===== config.mk =====
export PLATFORM = sky130hd
export DESIGN_NAME = dmem_burst_master_flat
export DESIGN_NICKNAME = d
export VERILOG_FILES = /design/src/rtl/dmem_pkg.sv /design/src/rtl/dmem_burst_master_if.sv /design/src/rtl/dmem_rd_stage.sv /design/src/rtl/dmem_burst_master.sv /design/src/flat_wrapper.sv
export SDC_FILE = /design/constraint.sdc
export NUM_CORES = 1
export LEC_CHECK = 0
export CAP_MARGIN = 20
export CORE_UTILIZATION = 40
export DETAILED_ROUTE_END_ITERATION = 7
export PLACE_DENSITY = 0.72
export SLEW_MARGIN = 20
export SYNTH_ARGS = -nofsm -noshare
export SYNTH_HDL_FRONTEND = slang
export SYNTH_SLANG_ARGS = --single-unit

===== constraint.sdc =====
create_clock -name clk -period 3.3 [get_ports clk]
set_input_delay 0.495 -clock clk [delete_from_list [all_inputs] [get_ports clk]]
set_output_delay 0.495 -clock clk [all_outputs]
set_load 0.05 [all_outputs]

===== src/rtl/dmem_pkg.sv =====
// Shared constants and FSM encoding for the data-memory burst master.
package dmem_pkg;

  localparam int DATA_W    = 16;
  localparam int ADDR_W    = 16;
  localparam int MEM_DEPTH = 1000;
  // Index width needed to address MEM_DEPTH words inside the memory array.
  localparam int MEM_AW    = $clog2(MEM_DEPTH);

  typedef enum logic [1:0] {
    IDLE  = 2'd0,
    WRITE = 2'd1,
    READ  = 2'd2
  } state_t;

endpackage


===== src/rtl/dmem_burst_master_if.sv =====
// Command, write-stream, read-stream and memory-port signals of one burst master.
interface dmem_burst_master_if;
  import dmem_pkg::*;

  logic              cmd_valid;
  logic              cmd_ready;
  logic              cmd_write;
  logic [ADDR_W-1:0] cmd_addr;
  logic [ADDR_W-1:0] cmd_len;
  logic              wr_valid;
  logic              wr_ready;
  logic [DATA_W-1:0] wr_data;
  logic              rd_valid;
  logic              rd_ready;
  logic [DATA_W-1:0] rd_data;
  logic              busy;
  logic              done;
  logic              err;
  logic [ADDR_W-1:0] mem_addr;
  logic [DATA_W-1:0] mem_wdata;
  logic              mem_we;
  logic [DATA_W-1:0] mem_rdata;

  // Burst master side.
  modport master (
    input  cmd_valid, cmd_write, cmd_addr, cmd_len,
    input  wr_valid, wr_data, rd_ready, mem_rdata,
    output cmd_ready, wr_ready, rd_valid, rd_data,
    output busy, done, err, mem_addr, mem_wdata, mem_we
  );

  // Command issuer / stream partner / memory side.
  modport slave (
    output cmd_valid, cmd_write, cmd_addr, cmd_len,
    output wr_valid, wr_data, rd_ready, mem_rdata,
    input  cmd_ready, wr_ready, rd_valid, rd_data,
    input  busy, done, err, mem_addr, mem_wdata, mem_we
  );

endinterface


===== src/rtl/dmem_rd_stage.sv =====
// One-entry read output register with valid/ready handshake.
// A new word may be loaded whenever the register is empty or is being drained.
module dmem_rd_stage
  import dmem_pkg::*;
(
  input  logic              clk,
  input  logic              rst_n,
  input  logic              load_req,
  input  logic [DATA_W-1:0] mem_rdata,
  input  logic              rd_ready,
  output logic              rd_valid,
  output logic [DATA_W-1:0] rd_data,
  output logic              load,
  output logic              empty_or_draining
);

  logic              rd_valid_reg;
  logic [DATA_W-1:0] rd_data_reg;

  assign empty_or_draining = !rd_valid_reg || rd_ready;
  assign load              = load_req && empty_or_draining;
  assign rd_valid          = rd_valid_reg;
  assign rd_data           = rd_data_reg;

  // Load a fresh word, or clear valid once the held word is taken.
  always_ff @(posedge clk) begin
    if (!rst_n) begin
      rd_valid_reg <= 1'b0;
      rd_data_reg  <= '0;
    end else if (load) begin
      rd_data_reg  <= mem_rdata;
      rd_valid_reg <= 1'b1;
    end else if (rd_valid_reg && rd_ready) begin
      rd_valid_reg <= 1'b0;
    end
  end

endmodule


===== src/rtl/dmem_burst_master.sv =====
// Burst initiator for one port of the shared data memory. Accepts a
// base/length/direction command, then streams words to or from the memory.
module dmem_burst_master
  import dmem_pkg::*;
(
  input  logic                 clk,
  input  logic                 rst_n,
  dmem_burst_master_if.master  bus
);

  state_t            state_reg, state_next;
  logic [ADDR_W-1:0] cur_addr_reg, cur_addr_next;
  logic [ADDR_W-1:0] remaining_reg, remaining_next;
  logic              done_reg, done_next;
  logic              err_reg, err_next;

  logic [ADDR_W:0]   end_addr;
  logic              cmd_ok;
  logic              rd_load_req;
  logic              rd_load;
  logic              rd_empty_or_draining;

  // One extra bit so a burst ending past the top of the address space is still caught.
  assign end_addr = {1'b0, bus.cmd_addr} + {1'b0, bus.cmd_len};
  assign cmd_ok   = (bus.cmd_len != '0) && (end_addr <= (ADDR_W+1)'(MEM_DEPTH));

  assign rd_load_req = (state_reg == READ) && (remaining_reg != '0);

  dmem_rd_stage u_rd_stage (
    .clk               (clk),
    .rst_n             (rst_n),
    .load_req          (rd_load_req),
    .mem_rdata         (bus.mem_rdata),
    .rd_ready          (bus.rd_ready),
    .rd_valid          (bus.rd_valid),
    .rd_data           (bus.rd_data),
    .load              (rd_load),
    .empty_or_draining (rd_empty_or_draining)
  );

  assign bus.done = done_reg;
  assign bus.err  = err_reg;

  // State, address/length counters and the done/err pulse registers.
  always_ff @(posedge clk) begin
    if (!rst_n) begin
      state_reg     <= IDLE;
      cur_addr_reg  <= '0;
      remaining_reg <= '0;
      done_reg      <= 1'b0;
      err_reg       <= 1'b0;
    end else begin
      state_reg     <= state_next;
      cur_addr_reg  <= cur_addr_next;
      remaining_reg <= remaining_next;
      done_reg      <= done_next;
      err_reg       <= err_next;
    end
  end

  // Next-state logic and memory-port / handshake outputs.
  always_comb begin
    state_next     = state_reg;
    cur_addr_next  = cur_addr_reg;
    remaining_next = remaining_reg;
    done_next      = 1'b0;
    err_next       = 1'b0;
    bus.cmd_ready  = 1'b0;
    bus.busy       = 1'b1;
    bus.wr_ready   = 1'b0;
    bus.mem_addr   = '0;
    bus.mem_wdata  = '0;
    bus.mem_we     = 1'b0;

    case (state_reg)
      IDLE: begin
        bus.cmd_ready = 1'b1;
        bus.busy      = 1'b0;
        if (bus.cmd_valid) begin
          if (cmd_ok) begin
            cur_addr_next  = bus.cmd_addr;
            remaining_next = bus.cmd_len;
            state_next     = bus.cmd_write ? WRITE : READ;
          end else begin
            err_next = 1'b1;
          end
        end
      end

      WRITE: begin
        // The memory commits on the same edge that completes the handshake.
        bus.mem_addr  = cur_addr_reg;
        bus.mem_wdata = bus.wr_data;
        bus.wr_ready  = 1'b1;
        bus.mem_we    = bus.wr_valid;
        if (bus.wr_valid) begin
          cur_addr_next  = cur_addr_reg + ADDR_W'(1);
          remaining_next = remaining_reg - ADDR_W'(1);
          if (remaining_reg == ADDR_W'(1)) begin
            state_next = IDLE;
            done_next  = 1'b1;
          end
        end
      end

      READ: begin
        bus.mem_addr = cur_addr_reg;
        if (rd_load) begin
          cur_addr_next  = cur_addr_reg + ADDR_W'(1);
          remaining_next = remaining_reg - ADDR_W'(1);
        end
        // Finish only once every word has left the output register.
        if ((remaining_reg == '0) && rd_empty_or_draining) begin
          state_next = IDLE;
          done_next  = 1'b1;
        end
      end

      default: begin
        state_next = IDLE;
      end
    endcase
  end

endmodule

===== src/flat_wrapper.sv =====
// flat-port wrapper written by rule: the top's interface ports become plain ports
module dmem_burst_master_flat import dmem_pkg::*;
  (clk, rst_n, bus_cmd_valid, bus_cmd_write, bus_cmd_addr, bus_cmd_len, bus_wr_valid, bus_wr_data, bus_rd_ready, bus_mem_rdata, bus_cmd_ready, bus_wr_ready, bus_rd_valid, bus_rd_data, bus_busy, bus_done, bus_err, bus_mem_addr, bus_mem_wdata, bus_mem_we);
  dmem_burst_master_if bus_i ();
  input  logic clk;
  input  logic rst_n;
  input wire logic [$bits(bus_i.cmd_valid)-1:0] bus_cmd_valid;
  input wire logic [$bits(bus_i.cmd_write)-1:0] bus_cmd_write;
  input wire logic [$bits(bus_i.cmd_addr)-1:0] bus_cmd_addr;
  input wire logic [$bits(bus_i.cmd_len)-1:0] bus_cmd_len;
  input wire logic [$bits(bus_i.wr_valid)-1:0] bus_wr_valid;
  input wire logic [$bits(bus_i.wr_data)-1:0] bus_wr_data;
  input wire logic [$bits(bus_i.rd_ready)-1:0] bus_rd_ready;
  input wire logic [$bits(bus_i.mem_rdata)-1:0] bus_mem_rdata;
  output wire logic [$bits(bus_i.cmd_ready)-1:0] bus_cmd_ready;
  output wire logic [$bits(bus_i.wr_ready)-1:0] bus_wr_ready;
  output wire logic [$bits(bus_i.rd_valid)-1:0] bus_rd_valid;
  output wire logic [$bits(bus_i.rd_data)-1:0] bus_rd_data;
  output wire logic [$bits(bus_i.busy)-1:0] bus_busy;
  output wire logic [$bits(bus_i.done)-1:0] bus_done;
  output wire logic [$bits(bus_i.err)-1:0] bus_err;
  output wire logic [$bits(bus_i.mem_addr)-1:0] bus_mem_addr;
  output wire logic [$bits(bus_i.mem_wdata)-1:0] bus_mem_wdata;
  output wire logic [$bits(bus_i.mem_we)-1:0] bus_mem_we;
  assign bus_i.cmd_valid = bus_cmd_valid;
  assign bus_i.cmd_write = bus_cmd_write;
  assign bus_i.cmd_addr = bus_cmd_addr;
  assign bus_i.cmd_len = bus_cmd_len;
  assign bus_i.wr_valid = bus_wr_valid;
  assign bus_i.wr_data = bus_wr_data;
  assign bus_i.rd_ready = bus_rd_ready;
  assign bus_i.mem_rdata = bus_mem_rdata;
  assign bus_cmd_ready = bus_i.cmd_ready;
  assign bus_wr_ready = bus_i.wr_ready;
  assign bus_rd_valid = bus_i.rd_valid;
  assign bus_rd_data = bus_i.rd_data;
  assign bus_busy = bus_i.busy;
  assign bus_done = bus_i.done;
  assign bus_err = bus_i.err;
  assign bus_mem_addr = bus_i.mem_addr;
  assign bus_mem_wdata = bus_i.mem_wdata;
  assign bus_mem_we = bus_i.mem_we;
  dmem_burst_master u_core (.clk(clk), .rst_n(rst_n), .bus(bus_i));
endmodule

==> impl_metrics.py <==
metrics = {
    "critical_path": {
        "cp-endpoint": "u_core.remaining_reg[13]$_SDFFE_PN0P_",
        "worstSetupPathType": "in2reg",
        "setup.worst_path.start_class": "input port",
        "cp_slowest_cell": "clkdlybuf4s50_1",
        "r2r_slack_ns": 0.25,
        "slowest_delay_ns": 0.49,
        "cp.required_ns": 3.51,
        "crit_fanout": 6,
        "end_kind": "register",
        "crit_arrival_ns": 3.44,
        "path_cells": "clkdlybuf4s50_1 > ha_4 > a21oi_2 > nand4b_1 > a21oi_2 > buf_4 > o21a_1 > o2111ai_2 > buf_4 > nor4_4 > buf_6 > buf_8 > o21ai_1 > a32o_1",
        "r2r_end": "u_core.remaining_reg[14]$_SDFFE_PN0P_",
        "r2r-start": "u_core.remaining_reg[0]$_SDFFE_PN0P_",
        "worstRegToRegCells": 11,
        "crit_start": "bus_cmd_len[2]",
    },
    "cts": {
        "cts_hold_buf": 0,
        "cts_buffer_depth": 2,
        "cts_tree": "done",
        "insertion_delay_ns": 0.33,
        "cts.sinks": 53,
        "cts_buffers": 5,
        "path_clk_slew_ns": 0.10,
        "root_buffer": "clkbuf_8",
        "h-tree-depth": 2,
    },
    "power_and_ir_drop": {
        "p_int_w": 0.00170,
        "p_clk_share_pct": 12.5,
        "vdd_drop_max_mv": 0.335,
        "pwr-share-comb_pct": 60.7,
        "p_total_w": 0.00324,
        "p_switching_w": 0.00155,
        "netSwitchingFraction_pct": 47.7,
        "p_per_area_mw_per_mm2": 510,
        "p_leak_nw": 2.44,
        "seq_power_share_pct": 26.8,
    },
    "synth": {
        "synth_top_area_cell": "dfxtp_1",
        "synthDistinctLibCells": 66,
        "async_flop_share_pct": 0,
        "synthTopCellsByArea": "dfxtp_1, nand2_1, ha_1, and2_1, a21oi_1",
        "yosysSeqAreaShare_pct": 25.4,
        "syn-mean-instance-area_um2": 7.53,
        "syn_nets": 649,
        "synth_edf_count": 0,
        "netlist_instances": 555,
        "yosysTopAreaCellShare_pct": 25.4,
        "synth_top_cells_by_count": "nand2_1, dfxtp_1, a21oi_1",
        "synthMostInstantiatedCell": "nand2_1",
        "yosysWarnings": 0,
        "ys_ff_latch": 53,
        "syn_area_mm2": 0.00418,
        "synth_ff_type": "dfxtp_1",
    },
    "global_routing": {
        "grt_start_max_net_pins": 53,
        "top_usage_layer": "met2",
        "grt_pass1_vias": 4750,
        "gr-usage-met2_pct": 45.0,
        "antenna_found_initial": 1,
        "use_met1_pct": 34.5,
        "gr-usage-met3_pct": 4.20,
        "grt.overflow.total": 0,
        "grt_pass1_wl_um": 23800,
        "grt_use_total_pct": 26.7,
    },
    "floorplanning": {
        "pin_count": 125,
        "num_rows": 36,
        "core-area_mm2": 0.00995,
        "initial_core_util_pct": 42.0,
        "dieArea_mm2": 0.0109,
        "die_h_um": 104,
        "die_w_um": 104,
    },
    "place": {
        "dp_hpwl_um": 11100,
        "numPortBuffers": 124,
        "globalplace.congestion": 0.942,
    },
    "timing": {
        "max_freq_mhz": 310,
        "final.period_utilization_pct": 97.9,
        "clock_skew_ns": 0.0210,
        "period_minus_slack_ns": 3.23,
        "tns_ns": 0,
        "maxSlewViolCount": 0,
        "slew_headroom_pct": 41.5,
        "finalSetupViolCount": 0,
        "hold_viol_final": 0,
        "worst_pin_slew_ns": 0.877,
    },
    "job": {
        "maxCapViolCount": 0,
    },
    "detailed_routing": {
        "ant_nets": 0,
        "finalWirelength_um": 14600,
        "firstDrtPassIters": 5,
        "num_vias": 4917,
        "drc_errors": 0,
        "via_per_inst": 5.74,
        "drtIter0Drc": 358,
        "detail_route.wl_per_cell_um": 17.0,
    },
    "final_layout": {
        "syn_to_final_growth_pct": 51.9,
        "multi_input_area_mm2": 0.00301,
        "antennaDiodeCount": 0,
        "regArea_mm2": 0.00106,
        "nets": 817,
        "fillers": 864,
        "layout-drive-gt1-share_pct": 18.9,
        "utilization_pct": 63.8,
    },
    "outcome": {
        "status": "complete, no violations",
    },
    "worst_hold_path": {
        "hp-class": "reg2reg",
    },
}
-- through the flow --
stage / hold WS [ns] / setup WS, ns / std cells / instance area [um2]
floorplan: 0.461 / 0.235 / 555 / 4180
global placement: 0.442 / -0.337 / 841 / 6050
detailed placement: 0.447 / -0.390 / 841 / 6050
CTS: 0.462 / 0.000921 / 855 / 6230
global route: 0.483 / -0.0237 / 857 / 6350
finish: 0.458 / 0.0707 / 857 / 6350
-- critical path, delay by kind of cell --
kind / cells / cell delay (ns)
AOI/OAI and AO/OA: 6 / 0.91
adders and majority gates: 1 / 0.33
buffers and inverters: 5 / 1.12
and+or+nand+nor: 2 / 0.58
-- routing by layer --
| layer | part of all wire [%] | wire length (um) |
|---|---|---|
| met1 | 43 | 6340 |
| met3 | 6.8 | 986 |
| met4 | 2.8 | 403 |
| met5 | 0 | 0 |
| met2 | 47 | 6860 |
-- kinds of logic after synthesis --
group | synth area share, %
DFF | 25.4
muxes | 2.16
AOI/OAI and AO/OA | 30.8
adders and majority gates | 7.37
buffers and inverters | 5.33
and+or+nand+nor | 28.1
xor gates and xnor gates | 0.838
-- how the worst min path moves through the flow --
| stage | startpoint | endpoint | cells past startpoint |
|---|---|---|---|
| floorplan | u_core.remaining_reg[11]$_SDFFE_PN0P_ | u_core.remaining_reg[11]$_SDFFE_PN0P_ | 1 |
| finish | u_core.u_rd_stage.rd_data[9]$_SDFFE_PN0P_ | u_core.u_rd_stage.rd_data[9]$_SDFFE_PN0P_ | 2 |
| CTS | u_core.u_rd_stage.rd_data[9]$_SDFFE_PN0P_ | u_core.u_rd_stage.rd_data[9]$_SDFFE_PN0P_ | 2 |
| global placement | u_core.u_rd_stage.rd_data[9]$_SDFFE_PN0P_ | u_core.u_rd_stage.rd_data[9]$_SDFFE_PN0P_ | 2 |
| detailed placement | u_core.u_rd_stage.rd_data[9]$_SDFFE_PN0P_ | u_core.u_rd_stage.rd_data[9]$_SDFFE_PN0P_ | 2 |
| global route | u_core.u_rd_stage.rd_data[10]$_SDFFE_PN0P_ | u_core.u_rd_stage.rd_data[10]$_SDFFE_PN0P_ | 2 |
-- cell type report --
type	instances	share of cell area [%]
Tap cell	133	2.62
Timing Repair Buffer	200	30.9
Sequential cell	53	16.7
Inverter	14	0.828
Clock inverter	3	0.453
Multi-Input combinational cell	449	47.4
Clock buffer	5	1.08
-- repair_timing --
| action | 4_1_cts | 5_1_grt |
|---|---|---|
| setup endpoints to repair | 20 | 32 |
| gates resized for setup | 14 | 24 |
| setup buffers | 5 | 2 |
| gates cloned | 2 | 0 |
| pin swaps | 8 | 9 |
-- cell usage in the layout, fill, tap and decap left out, drive strengths merged, types with 11 or more instances in the layout --
cell	netlist	layout
nor2	29	29
ha	23	23
dfxtp	53	53
a21oi	47	47
o21ai	36	36
buf	9	92
a32o	18	18
and2	42	42
nand2	78	78
inv	14	16
nor4	12	12
o22ai	11	11
nor3	21	21
clkdlybuf4s50	0	104
nand3	16	16
-- power by group through the flow --
stage               Combinational, W  Clock, W  Sequential (W)
finish                       0.00197  0.000405        0.000868
global route                 0.00214  0.000442        0.000883
CTS                          0.00190  0.000413        0.000862
detailed placement           0.00187         0        0.000874
global placement             0.00183         0        0.000871
floorplan                    0.00125         0        0.000876
No activity file was read; power rests on OpenSTA's default activity.
